<file path="src/rtl/vga_color_mapper_pkg.sv">
// Shared defaults, palette index names and reset colour helpers for the VGA colour stage.
package vga_color_mapper_pkg;

  localparam int unsigned DEF_INDEX_BITS   = 2;
  localparam int unsigned DEF_COLOR_BITS   = 10;
  localparam int unsigned DEF_BLINK_FRAMES = 30;

  localparam int unsigned IDX_BLACK = 0;
  localparam int unsigned IDX_GREEN = 1;
  localparam int unsigned IDX_RED   = 2;
  localparam int unsigned IDX_WHITE = 3;

  // Which source drives the DAC registers for the pixel in stage 2.
  typedef enum logic [1:0] {
    SRC_BLANK,
    SRC_PALETTE,
    SRC_ROM_WHITE
  } pix_src_e;

  // Full-scale mask {red, green, blue} of a palette entry after reset.
  function automatic logic [2:0] default_mask(input int unsigned idx);
    case (idx)
      IDX_GREEN: default_mask = 3'b010;
      IDX_RED:   default_mask = 3'b100;
      IDX_WHITE: default_mask = 3'b111;
      default:   default_mask = 3'b000;
    endcase
  endfunction

endpackage

</file>
<file path="src/rtl/vga_color_mapper_palette_regs.sv">
// Run-time writable palette: 2^INDEX_BITS entries of {red, green, blue},
// synchronous write, asynchronous read, reset to the legacy game colours.
module vga_palette_regs
  import vga_color_mapper_pkg::*;
#(
  parameter int unsigned INDEX_BITS = DEF_INDEX_BITS,
  parameter int unsigned COLOR_BITS = DEF_COLOR_BITS
) (
  input  logic                    clock_25,
  input  logic                    reset_n,
  input  logic                    wr_en,
  input  logic [INDEX_BITS-1:0]   wr_addr,
  input  logic [3*COLOR_BITS-1:0] wr_data,
  input  logic [INDEX_BITS-1:0]   rd_addr,
  output logic [3*COLOR_BITS-1:0] rd_data
);

  localparam int unsigned ENTRIES = 1 << INDEX_BITS;

  logic [3*COLOR_BITS-1:0] mem [ENTRIES];

  function automatic logic [3*COLOR_BITS-1:0] default_entry(input int unsigned idx);
    logic [2:0] m;
    m = default_mask(idx);
    default_entry = {{COLOR_BITS{m[2]}}, {COLOR_BITS{m[1]}}, {COLOR_BITS{m[0]}}};
  endfunction

  always_ff @(posedge clock_25) begin
    if (!reset_n) begin
      for (int unsigned i = 0; i < ENTRIES; i++) begin
        mem[i] <= default_entry(i);
      end
    end else if (wr_en) begin
      mem[wr_addr] <= wr_data;
    end
  end

  assign rd_data = mem[rd_addr];

endmodule

</file>
<file path="src/rtl/vga_color_mapper.sv">
// Two-stage pixel colour pipeline: input capture, then palette / ROM / blink
// selection into registered DAC outputs. Frame-counted blink for one index.
module vga_color_mapper
  import vga_color_mapper_pkg::*;
#(
  parameter int unsigned COLOR_BITS   = DEF_COLOR_BITS,
  parameter int unsigned INDEX_BITS   = DEF_INDEX_BITS,
  parameter int unsigned BLINK_FRAMES = DEF_BLINK_FRAMES
) (
  input  logic                    clock_25,
  input  logic                    reset_n,
  input  logic                    display_area,
  input  logic                    game_enable,
  input  logic [INDEX_BITS-1:0]   game_data,
  input  logic                    datarom,
  input  logic                    frame_start,
  input  logic                    pal_wr_en,
  input  logic [INDEX_BITS-1:0]   pal_wr_addr,
  input  logic [3*COLOR_BITS-1:0] pal_wr_data,
  input  logic                    blink_en,
  input  logic [INDEX_BITS-1:0]   blink_index,
  output logic [COLOR_BITS-1:0]   red,
  output logic [COLOR_BITS-1:0]   green,
  output logic [COLOR_BITS-1:0]   blue,
  output logic                    pixel_valid
);

  localparam int unsigned CNT_BITS = (BLINK_FRAMES > 1) ? $clog2(BLINK_FRAMES) : 1;
  localparam logic [CNT_BITS-1:0] CNT_LAST = CNT_BITS'(BLINK_FRAMES - 1);

  logic                    s1_display_area;
  logic                    s1_game_enable;
  logic [INDEX_BITS-1:0]   s1_game_data;
  logic                    s1_datarom;

  logic [CNT_BITS-1:0]     frame_cnt;
  logic                    blink_phase;

  logic [3*COLOR_BITS-1:0] pal_rd_data;
  logic                    blink_hide;
  pix_src_e                pix_src;
  logic [3*COLOR_BITS-1:0] pix_next;

  always_ff @(posedge clock_25) begin
    if (!reset_n) begin
      s1_display_area <= 1'b0;
      s1_game_enable  <= 1'b0;
      s1_game_data    <= '0;
      s1_datarom      <= 1'b0;
    end else begin
      s1_display_area <= display_area;
      s1_game_enable  <= game_enable;
      s1_game_data    <= game_data;
      s1_datarom      <= datarom;
    end
  end

  // Runs regardless of blink_en so enabling blink mid-stream stays frame-aligned.
  always_ff @(posedge clock_25) begin
    if (!reset_n) begin
      frame_cnt   <= '0;
      blink_phase <= 1'b1;
    end else if (frame_start) begin
      if (frame_cnt == CNT_LAST) begin
        frame_cnt   <= '0;
        blink_phase <= ~blink_phase;
      end else begin
        frame_cnt <= frame_cnt + 1'b1;
      end
    end
  end

  vga_palette_regs #(
    .INDEX_BITS (INDEX_BITS),
    .COLOR_BITS (COLOR_BITS)
  ) u_palette (
    .clock_25 (clock_25),
    .reset_n  (reset_n),
    .wr_en    (pal_wr_en),
    .wr_addr  (pal_wr_addr),
    .wr_data  (pal_wr_data),
    .rd_addr  (s1_game_data),
    .rd_data  (pal_rd_data)
  );

  assign blink_hide = blink_en && !blink_phase && (s1_game_data == blink_index);

  always_comb begin
    pix_src = SRC_BLANK;
    if (s1_display_area) begin
      if (s1_game_enable) begin
        pix_src = blink_hide ? SRC_BLANK : SRC_PALETTE;
      end else if (s1_datarom) begin
        pix_src = SRC_ROM_WHITE;
      end
    end
  end

  always_comb begin
    pix_next = '0;
    case (pix_src)
      SRC_PALETTE:   pix_next = pal_rd_data;
      SRC_ROM_WHITE: pix_next = '1;
      default:       pix_next = '0;
    endcase
  end

  always_ff @(posedge clock_25) begin
    if (!reset_n) begin
      red         <= '0;
      green       <= '0;
      blue        <= '0;
      pixel_valid <= 1'b0;
    end else begin
      red         <= pix_next[3*COLOR_BITS-1:2*COLOR_BITS];
      green       <= pix_next[2*COLOR_BITS-1:COLOR_BITS];
      blue        <= pix_next[COLOR_BITS-1:0];
      pixel_valid <= s1_display_area;
    end
  end

endmodule
</file>
<file path="config.mk">
export PLATFORM = sky130hd
export DESIGN_NAME = vga_color_mapper
export DESIGN_NICKNAME = d
export VERILOG_FILES = /design/src/rtl/vga_color_mapper_pkg.sv /design/src/rtl/vga_color_mapper_palette_regs.sv /design/src/rtl/vga_color_mapper.sv
export SDC_FILE = /design/constraint.sdc
export NUM_CORES = 1
export LEC_CHECK = 0
export CAP_MARGIN = 20
export CORE_MARGIN = 5
export CORE_UTILIZATION = 56
export DETAILED_ROUTE_END_ITERATION = 7
export PLACE_DENSITY = 0.83
export SYNTH_ARGS = -nofsm -noshare
export SYNTH_HDL_FRONTEND = slang
export SYNTH_SLANG_ARGS = --single-unit
</file>
<file path="constraint.sdc">
create_clock -name clock_25 -period 3 [get_ports clock_25]
set_input_delay 0.6 -clock clock_25 [delete_from_list [all_inputs] [get_ports clock_25]]
set_output_delay 0.6 -clock clock_25 [all_outputs]
set_load 0.01 [all_outputs]
</file>
==> Word level (Yosys, flattened, before mapping) <==
Memory sizes are Yosys's and may differ from the RTL's. A register that Yosys moved wholly into a read port is not among the register bits.
Index checks and enable logic that the tools add are counted.
{ "classes": {"shift": 0, "mul": 0, "n_eq_ne": 4, "n_mux": 18, "bitwise_logic": 1, "addsub": 1, "n_reduce_logical": 5, "n_div": 0, "magnitude_cmp": 0} }
{ "op_table": {"columns": ["op", "count"], "rows": [
  ["30-bit case mux with 2 select lines", 1],
  ["30-bit two-way mux", 1],
  ["30-bit OR reduction", 1],
  ["3-bit two-way mux", 4],
  ["2-bit two-way mux", 5],
  ["1-bit two-way mux", 6],
  ["5-bit by 1-bit adder with 5-bit output (second input constant)", 1],
  ["5-bit == test (second input constant)", 1],
  ["5-bit two-way mux", 1],
  ["2-bit by 1-bit == test with 1-bit output (second input constant)", 1],
  ["2-bit == test", 1],
  ["2-bit == test (second input constant)", 1],
  ["1-bit logical AND", 2],
  ["2-bit AND reduction", 1],
  ["1-bit zero test", 1],
  ["1-bit inverter", 1]
]} }
{ "totals": {"mem_count": 1, "wordCells": 40, "regBits": 42, "ram_bits": 120, "output_inout_bits": 31, "inputBits": 44, "latchBits": 0, "mem_bits_ro": 0} }
{ "memory_table": {"columns": ["memory", "words", "word_bits", "read_ports", "rd_ports_with_merged_regs", "write_ports", "line", "source"], "rows": [
  ["u_palette.mem", 4, 30, 1, 1, 4, "vga_color_mapper_palette_regs.sv:20", "logic [3*COLOR_BITS-1:0] mem [ENTRIES];"]
]} }

==> Logic depth before layout (Yosys ltp) <==
{ "depth": {"depth_word": 8, "ltp_mapped": 10, "mapped_depth_nobuf": 7} }

==> By module <==
A second synthesis with hierarchy kept.
{ "hier_totals": {"hier_cells": 451, "hier_area_um2": 6618.8} }
{ "by_module_without_submodules": {"columns": ["mod", "seq_area_each_um2", "n_inst", "cells_each", "area_each_um2"], "rows": [
  ["vga_palette_regs", 3603.5, 1, 300, 5211.2],
  ["vga_color_mapper", 840.8, 1, 151, 1407.6]
]} }

==> Worst setup path after synthesis <==
Ideal clock, no wire load.
{ "synth_path": {"path_type": "input port to flip-flop", "start": "input reset_n", "end": "memory u_palette.mem[1][0] in the netlist's numbering, enable pin", "required_time_ns": 2.608, "path_stages": 4, "path_buffers": 1, "slack_ns": 0.678, "setup_time_ns": 0.392, "arrival_time_ns": 1.930, "cell_sequence": "nand2_2 -> nor3b_2 -> buf_2 -> nand2b_1"} }
{ "synth_lines": {"columns": ["element", "line", "source"], "rows": [
  ["start, declared", "vga_color_mapper.sv:11", "input logic reset_n,"],
  ["end, declared", "vga_color_mapper_palette_regs.sv:20", null]
]} }

==> Worst setup path in the final report <==
{ "layout_path": {"start": "input blink_index[1]", "end": "register green[9]"} }
{ "layout_between": {"elab_chain_cells": 7, "word_cells_on_any_way": 8, "cone_classes": "eq/ne (3); mux (4); reduce/logical (1)"} }
{ "layout_rtl": {"columns": ["element", "line", "source"], "rows": [
  ["start, declared", "vga_color_mapper.sv:21", "input logic [INDEX_BITS-1:0] blink_index,"],
  ["2-bit == test *", "vga_color_mapper.sv:86", "assign blink_hide = blink_en && !blink_phase && (s1_game_data == blink_index);"],
  ["1-bit logical AND *", "vga_color_mapper.sv:86", null],
  ["1-bit two-way mux *", "vga_color_mapper.sv:92", "pix_src = blink_hide ? SRC_BLANK : SRC_PALETTE;"],
  ["2-bit two-way mux *", "vga_color_mapper.sv:91", "if (s1_game_enable) begin"],
  ["2-bit two-way mux *", "vga_color_mapper.sv:90", "if (s1_display_area) begin"],
  ["2-bit == test or 2-bit by 1-bit == test with 1-bit output (tied branches)", "vga_color_mapper.sv:101", "case (pix_src)"],
  ["30-bit case mux with 2 select lines *", "vga_color_mapper.sv:101", null],
  ["end signal, assigned", "vga_color_mapper.sv:116", "green <= pix_next[2*COLOR_BITS-1:COLOR_BITS];"],
  ["end, declared", "vga_color_mapper.sv:23", "output logic [COLOR_BITS-1:0] green,"]
]} }
Mark *: on every way between the ends. The rest lies on a longest branch, timed or not.
A chain may end at the register's enable or synchronous reset.

==> summary.txt <==
Drt
  – Detailed-route wire length: 14.1 mm
  – Drt first pass iters: 4
  – WL/cell: 19.4 um
  – Routed vias: 4005
  – Starting DRT DRC Count: roughly 340
  – DRC viols: 0
  – Drt via density: 5.52
  – DRT antenna net count: 0

Setup path
  – Worst R2R Start: s1_game_data[0]
  – Critical path class: in2reg
  – Crit. End Element: flop
  – Worst setup SP type: input port
  – CP Launch Point: blink_index[1]
  – Worst reg2reg path depth: 7
  – R2r setup slk: roughly 0.65 ns
  – Setup crit end: green[9]
  – Worst EP required: 3.34 ns
  – Reg-to-Reg End: green[9]
  – WP data arrival: 2.89 ns
  – Max FO, Critical Path: 30

Power
  – Internal: 3.86 mW
  – Pwr per Cell Area: 588 nW/um^2
  – Pleak: 3.05 nW
  – Clock Power Share: 39.7%
  – Logic pwr share: 6.8%
  – Sw Share: 20.0%
  – Sequential power share: 53.5%
  – P_sw: 965 uW
  – Max IR drop VDD: roughly 0.35 mV

CTS
  – # resized after CTS: 0
  – Htree depth: 4
  – Max Root-Sink Buffers: 2
  – Hold Buf Count CTS: 0
  – CTS tree: yes
  – Root Buffer: clkbuf_16
  – Reg clk slew, reported paths: 0.05 ns
  – Worst skew pair latency: 0.41 ns
  – Setup bufs post-CTS: 0
  – Clock sink count: 162
  – Num CTS Buffers: 17

Global routing
  – Pin count of the biggest net entering global routing: 61
  – Initial antenna violation count: 0
  – GRT overflow: 0
  – Number of global-route vias before repair: between 4000 and 5000
  – Total GRT Usage: 20.7%
  – First-pass GRT wire length: 22.5 mm

Floorplan
  – Core area: 11900 um^2
  – Die W: roughly 120 um
  – Starting density of the core: a little under three fifths
  – Rows: 40
  – # IOs: 75
  – Die height: 120 um
  – Total Die Area: 14300 um^2

STA
  – Least-Margin Pin Slew: between 0.8 and 0.9 ns
  – Finish-stage setup viols: 0
  – Clk_skew: roughly 0.005 ns
  – Final Cycle Share: 84.9%
  – Setup TNS: 0 ns
  – F_max: 0.393 GHz
  – Hold Vio Cnt, Final: 0
  – RSZ-0062 raised after global routing: no
  – Pins Over Slew Limit: 0
  – Rel. slew slack: 46.0%
  – Final worst path period need: about 2.5 ns

Yosys
  – EDFF count, synth: 120
  – Register area share after synthesis: about two thirds
  – Seq cells post-synth: about 160
  – Synth warnings: 0
  – Most used flip-flop cell after synthesis: edfxtp_1
  – Share of flip-flops with an asynchronous set or reset: 0%
  – Yosys cell types: 33
  – Avg Inst Size Synth: 14.0 um^2
  – Syn Nets: 530
  – Syn Inst Count: 482
  – Synthesized area: 6740 um^2

Hold path
  – Worst hold path type: reg2reg
  – Hold Crit Depth: 2

Final layout
  – Layout cells sized above 1: 23.3%
  – Number of fill cells: ~820
  – Final Net Count: 614
  – Layout area overhead: 21.8%
  – Leading cell type in the layout, fill and taps excluded: edfxtp_1
  – Antenna cells: 0
  – Post-Layout Inst Area: 8200 um^2
  – Most frequent cells in the layout: 120 x edfxtp_1, 76 x and2_1, 74 x clkdlybuf4s50_1

Placement
  – Final Wtd Congestion: roughly 0.77
  – IO Port Bufs: 74
  – HPWL after DPL: 8.99 mm
  – Placed Area: 7680 um^2

Run
  – Maxcap violations: 0

Run status
  – Status: completed
-- logic make-up (layout without fill, tap and decap cells) --
| kind of cell | count (synthesis) | after routing | share of synthesized area [%] |
|---|---|---|---|
| XOR/XNOR | 6 | 6 | 0.780 |
| AO/OA/AOI/OAI | 33 | 33 | 3.60 |
| buffers and inverters | 32 | 129 | 2.69 |
| adder cells (fa/ha/maj) | 4 | 4 | 0.743 |
| flip-flops | 162 | 162 | 66.0 |
| multiplexers | 60 | 60 | 10.0 |
| AND/OR/NAND/NOR | 185 | 185 | 16.2 |
-- synthesized netlist by cell type, drive strengths merged (3+ instances only) --
master  count  share of area, %
dfxtp      42                12
and2       76               7.1
edfxtp    120                54
buf        16               1.7
mux2       60                10
clkbuf     14              0.85
xor2        3              0.39
xnor2       3              0.39
nor2        5              0.28
ha          4              0.74
a22oi      30               3.3
or2        31               2.9
nand2b     21               2.0
nand2      35               2.0
nand3       3              0.22
-- per-layer routing --
layer / wire length (um) / global-route usage, % / vias up
met1: 5580 / 23.6 / 1999
met4: 378 / 8.95 / 0
met2: 7390 / 36.8 / 100
li1: - / - / 1878
met5: 0 / 0 / -
met3: 756 / 5.47 / 28
-- worst min path at each step --
stage	slack, ns	startpoint	endpoint
6_report	0.54	frame_cnt[1]	frame_cnt[1]
5_1_grt	0.55	s1_display_area	pixel_valid
4_1_cts	0.53	s1_display_area	pixel_valid
3_5_place_dp	0.53	s1_display_area	pixel_valid
3_3_place_gp	0.50	frame_cnt[4]	frame_cnt[4]
2_1_floorplan	0.47	s1_display_area	pixel_valid
-- layout make-up --
| class | instances | area (um^2) | area share [%] |
|---|---|---|---|
| inverter | 2 | 7.51 | 0.0915 |
| sequential | 162 | 4450 | 54.2 |
| clock inverter | 8 | 61.3 | 0.747 |
| tap | 147 | 184 | 2.24 |
| timing repair buffer | 95 | 911 | 11.1 |
| clock buffer | 24 | 462 | 5.63 |
| multi-input combinational | 288 | 2130 | 26.0 |
-- worst max-delay path, stage by stage --
cell             delay [ns]
clkdlybuf4s50_1        0.47
xnor2_1                0.12
nand4b_1               0.14
nand3_1                0.12
ha_1                   0.25
and4bb_2               0.83
a22oi_1                0.23
nand2_1                0.13
-- metrics by stage --
stage               utilization [%]  std cells  hold WS [ns]  power [mW]  setup WS (ns)
finish                         68.9        726         0.539        4.83          0.453
CTS                            68.9        726         0.535        4.86          0.466
detailed placement             64.5        694         0.526        2.96         0.0491
global route                   68.9        726         0.554        4.99          0.313
floorplan                         -        482         0.468        2.80          0.678
global placement               64.5        694         0.495        2.94          0.106
-- registers in the layout, summed over array words and instances (netlist names), 2 cells and up --
| register | flops |
|---|---|
| frame_cnt | 5 |
| red | 10 |
| s1_game_data | 2 |
| blue | 10 |
| u_palette.mem | 120 |
| green | 10 |
-- power groups by stage --
stage	logic (mW)	registers [mW]	clock network, mW
after floorplan	0.189	2.61	0
after global placement	0.321	2.62	0
after detailed placement	0.330	2.63	0
after CTS	0.333	2.58	1.94
after global routing	0.357	2.59	2.04
final	0.330	2.58	1.92
Note: power is estimated with default switching activity, not from simulation.
==> edit 1, RTL diff (same flow settings) <==
Put one more register stage on the output `green`, cleared by the reset. The value now appears one clock later. The other outputs are not delayed to match.
--- a/src/rtl/vga_color_mapper.sv
+++ b/src/rtl/vga_color_mapper.sv
@@ -29,2 +29,4 @@
   localparam logic [CNT_BITS-1:0] CNT_LAST = CNT_BITS'(BLINK_FRAMES - 1);
+
+  logic [COLOR_BITS-1:0] green_s0;
 
@@ -110,3 +112,3 @@
       red         <= '0;
-      green       <= '0;
+      green_s0    <= '0;
       blue        <= '0;
@@ -115,3 +117,3 @@
       red         <= pix_next[3*COLOR_BITS-1:2*COLOR_BITS];
-      green       <= pix_next[2*COLOR_BITS-1:COLOR_BITS];
+      green_s0    <= pix_next[2*COLOR_BITS-1:COLOR_BITS];
       blue        <= pix_next[COLOR_BITS-1:0];
@@ -121,2 +123,10 @@
 
+  always_ff @(posedge clock_25) begin
+    if (!reset_n) begin
+      green <= '0;
+    end else begin
+      green <= green_s0;
+    end
+  end
+
 endmodule
Function: changed (Yosys sat finds a counterexample within 4 cycles, from zero or initial values and one cycle with reset_n low).
==> edit 1 against the original RTL <==
Sequential cell count up 10; wire length up 0.45%; design area is 3.2% higher; total power grew 2.9%; synthesized area rose by 3.7%; count of clock-buffer cells in the layout grew 3; worst setup slack got worse by 21 ps; critical endpoint is now green_s0[2]$_SDFF_PN0_; largest cell class unchanged.
==> edit 1: results (changes against the original RTL) <==
Synthesis
  – Post-synth net total: 551 (+4.0%)
  – Distinct cells, synth: 32 (-3.0%)
  – Ys async rst share: 0 (unchanged)
  – Top post-synthesis cells by count: 120 x edfxtp_1, 86 x and2_1, 60 x mux2_2
  – Top post-synthesis cells by area: edfxtp_1 52%, dfxtp_1 15%, mux2_2 9.7%
  – Post-synthesis sequential area ratio: 0.665 (+0.00502)

CTS
  – CTS Hold Buffers Added: 0 (unchanged)
  – Post-CTS setup buffers: 0 (unchanged)
  – Worst-Skew Late Latency: 420 ps
  – Reg clk slew, reported paths: 60 ps

Critical path
  – RR Startpoint: s1_game_data[1]$_SDFF_PN0_
  – FF-to-FF setup slack: 690 ps (+40 ps)
  – Crit-path max FO: 30 (unchanged)
  – Worst path arrival time: 2930 ps (+40 ps)
  – Crit Reg-Reg Endpoint: green_s0[2]$_SDFF_PN0_
  – Crit path max-delay cell type: and4bb_2

Final layout
  – Share of layout cells above drive strength 1: 0.233 (-0.000446)
  – Filler instances: 842 (+3.1%)
  – Final nets: 629 (+2.4%)

Detailed routing
  – Routed vias/inst: 5.34 (-3.3%)
  – Met3 WL: 784 um (+3.7%)
  – Starting DRT DRC Count: 260 (-24%)
  – Metal-1 WL: 5.70 mm (+2.1%)
  – Final ANT Viol Nets: 0 (unchanged)
  – Post-Route WL: 14.2 mm (+0.45%)
  – Routed met2 length: 7.43 mm (+0.49%)

Global route
  – GR Util All Layers: 0.203 (-0.00438)
  – Vias in the first global route: 4334 (-1.5%)
  – Initial antenna violation count: 0 (unchanged)
  – First-pass GRT wire length: 22.5 mm (-0.12%)

Place
  – Global placement routability congestion: 0.743 (-3.4%)
  – Pre-CTS setup slack: 7.77 ps (-41.3 ps)
  – Placed inst area: 7960 um2 (+3.6%)
  – Dpl hpwl: 8.39 mm (-6.6%)

Pwr
  – Pleak: 0.00314 uW (+3.0%)
  – Peak supply drop: 0.456 mV (+30%)

Hold path
  – Hold EP: green[4]$_SDFF_PN0_
  – Min-delay src: green_s0[4]$_SDFF_PN0_
  – Hold path depth: 1 (-1)

STA
  – WHS: 439 ps (-100 ps)
  – Relative slew slack: 0.444 (-0.0162)
  – Final WS setup: 433 ps (-20.6 ps)
  – Max Clock Skew: 4.02 ps (-0.897 ps)

Run status
  – Status: finished clean
==> edit 1: worst max-delay path by stage <==
| stage | from | endpoint | cells past startpoint |
|---|---|---|---|
| after detailed placement | blink_index[1] | blue[0]$_SDFF_PN0_ | 8 |
| after CTS | blink_index[1] | green_s0[2]$_SDFF_PN0_ | 8 |
| final | blink_index[1] | green_s0[2]$_SDFF_PN0_ | 8 |
| after global routing | blink_index[1] | green_s0[2]$_SDFF_PN0_ | 8 |
| after global placement | blink_index[1] | green_s0[8]$_SDFF_PN0_ | 8 |
| after floorplan | reset_n | u_palette.mem[1][0]$_SDFFCE_PN0P_ | 4 |
==> edit 1: power by group <==
part / total (uW) / switching, uW / leakage [uW] / internal, uW
Sequential: 2710 / 38.4 / 0.00159 / 2680
Clock: 1920 / 805 / 0.000253 / 1110
Combinational: 333 / 158 / 0.00129 / 176
==> edit 1: layout make-up <==
type / count / area [um2] / area share
clock inverter: 4 / 18.8 / 0.00222
timing repair buffer: 90 / 898 / 0.106
inverter: 2 / 7.51 / 0.000887
tap: 168 / 210 / 0.0248
clock buffer: 27 / 493 / 0.0582
sequential: 172 / 4650 / 0.549
multi-input combinational: 298 / 2190 / 0.259
==> edit 1: worst max-delay path: cells and delay by family <==
kind | cells | cell delay, ps
AND/OR/NAND/NOR | 4 | 1200
buffers and inverters | 1 | 470
AO/OA/AOI/OAI | 1 | 250
adder cells (fa/ha/maj) | 1 | 240
XOR/XNOR | 1 | 140
==> edit 1: cell families after synthesis <==
group	Yosys count	share of synthesized area
flops	172	0.665
fa+ha+maj	4	0.00716
compound gates	33	0.0347
buf+inv	33	0.0244
xor+xnor	6	0.00752
simple gates	195	0.165
mux	60	0.0967
==> edit 1: routing by layer <==
metal	track usage	vias to the layer above
met1	0.254	1997
li1	-	1926
met4	0.0770	0
met3	0.0511	16
met2	0.342	121
met5	0	-
==> edit 1: per-stage QoR <==
stage	std cells	power, uW
after CTS	761	5000
after detailed placement	730	3100
after floorplan	503	2940
after global routing	761	5140
final	761	4960
after global placement	730	3070
==> edit 2, RTL diff (same flow settings) <==
Made on the original files. Change the package constant `DEF_BLINK_FRAMES` from 30 to 15.
--- a/src/rtl/vga_color_mapper_pkg.sv
+++ b/src/rtl/vga_color_mapper_pkg.sv
@@ -5,3 +5,3 @@
   localparam int unsigned DEF_COLOR_BITS   = 10;
-  localparam int unsigned DEF_BLINK_FRAMES = 30;
+  localparam int unsigned DEF_BLINK_FRAMES = 15;
 
Formal check against the unedited RTL: no difference found for any inputs over 4 cycles, from zero or initial values and one cycle with reset_n low; that may be too few to reach the edited logic, so the function may still have changed.
==> edit 2 against the original RTL <==
Sequential cell count is 1 lower; largest cell class unchanged; cell count up 2.3%; first-iteration DRC count down 9.3%; clock power is 11% higher; wire length up 0.65%; core utilization shrank 0.19 points; synthesized area grew 4.2%; critical endpoint is now blue[7]$_SDFF_PN0_; worst setup slack better by 240 ps; design area increased by 4.4%; total power is 5.1% higher.
==> edit 2: results (changes against the original RTL) <==
Synthesis
  – Top post-synthesis cells by area: edfxtp_1 51%, dfxtp_1 12%, and2_1 6.8%
  – Adder-Cell Fraction of Synth Area: 0.00356 (-0.00387)
  – Post-synthesis sequential area ratio: 0.630 (-0.0297)
  – Synthesized-area fraction occupied by ao, oa, aoi and oai cells: 0.0622 (+0.0262)
  – Mux contribution to synthesized area: 0.112 (+0.0114)
  – Top post-synthesis cells by count: 120 x edfxtp_1, 76 x and2_1, 41 x dfxtp_1

Pwr
  – Clk pwr share: 0.420 (+0.023)
  – Reg power frac: 0.507 (-0.028)
  – Sw frac: 0.204 (+0.00426)

Critical path
  – Crit path max-delay cell type: clkdlybuf4s50_1
  – Crit-path max FO: 20 (-33%)
  – Peak per-stage delay on the critical path: 480 ps (-350 ps)
  – Top delay family on crit path: buffers and inverters
  – Worst path arrival time: 2660 ps (-230 ps)

STA
  – Max Clock Skew: 7.70 ps (+2.79 ps)

Global route
  – Vias in the first global route: 4401 (+0.045%)
  – First-pass GRT wire length: 22.8 mm (+1.5%)
  – Grt met2 use: 0.365 (-0.00330)

Final layout
  – Final nets: 604 (-1.6%)
  – Clkbuf count: 26 (+8.3%)
  – Multi-input logic area: 2380 um2 (+11%)
  – Nonclk buf count: 91 (-4.2%)
  – Layout clock area frac: 0.0703 (+0.00654)
  – FF+latch area: 4430 um2 (-0.39%)
  – Non-clock buffers, area share: 0.109 (-0.00230)

Place
  – Global placement routability congestion: 0.738 (-4.0%)

Detailed routing
  – Routed met2 length: 7.61 mm (+2.9%)
  – Metal-1 WL: 5.56 mm (-0.48%)
  – WL per Instance: 19.1 um (-1.7%)
  – Starting DRT DRC Count: 312 (-9.3%)
  – TritonRoute pass-1 iters: 5 (+1)

Run status
  – Status: finished clean
==> edit 2: path summary, 6_finish.rpt <==
path | startpoint | slack [ps] | end | depth (start not counted)
setup reg to reg | s1_game_data[0]$_SDFF_PN0_ | 960 | blue[7]$_SDFF_PN0_ | 8
hold / removal | frame_cnt[3]$_SDFFE_PN0P_ | 530 | frame_cnt[3]$_SDFFE_PN0P_ | 2
setup / recovery | blink_index[1] | 690 | blue[7]$_SDFF_PN0_ | 9
hold reg to reg | frame_cnt[3]$_SDFFE_PN0P_ | 530 | frame_cnt[3]$_SDFFE_PN0P_ | 2
==> edit 2: per-stage QoR <==
stage / cells / instance area (um2) / utilization / hold slack (ps) / power, uW
floorplan: 478 / 7020 / - / 468 / 2840
global placement: 711 / 7960 / 0.639 / 500 / 2970
detailed placement: 711 / 7960 / 0.639 / 518 / 2990
CTS: 743 / 8560 / 0.687 / 525 / 5100
global route: 743 / 8560 / 0.687 / 551 / 5240
finish: 743 / 8560 / 0.687 / 530 / 5070
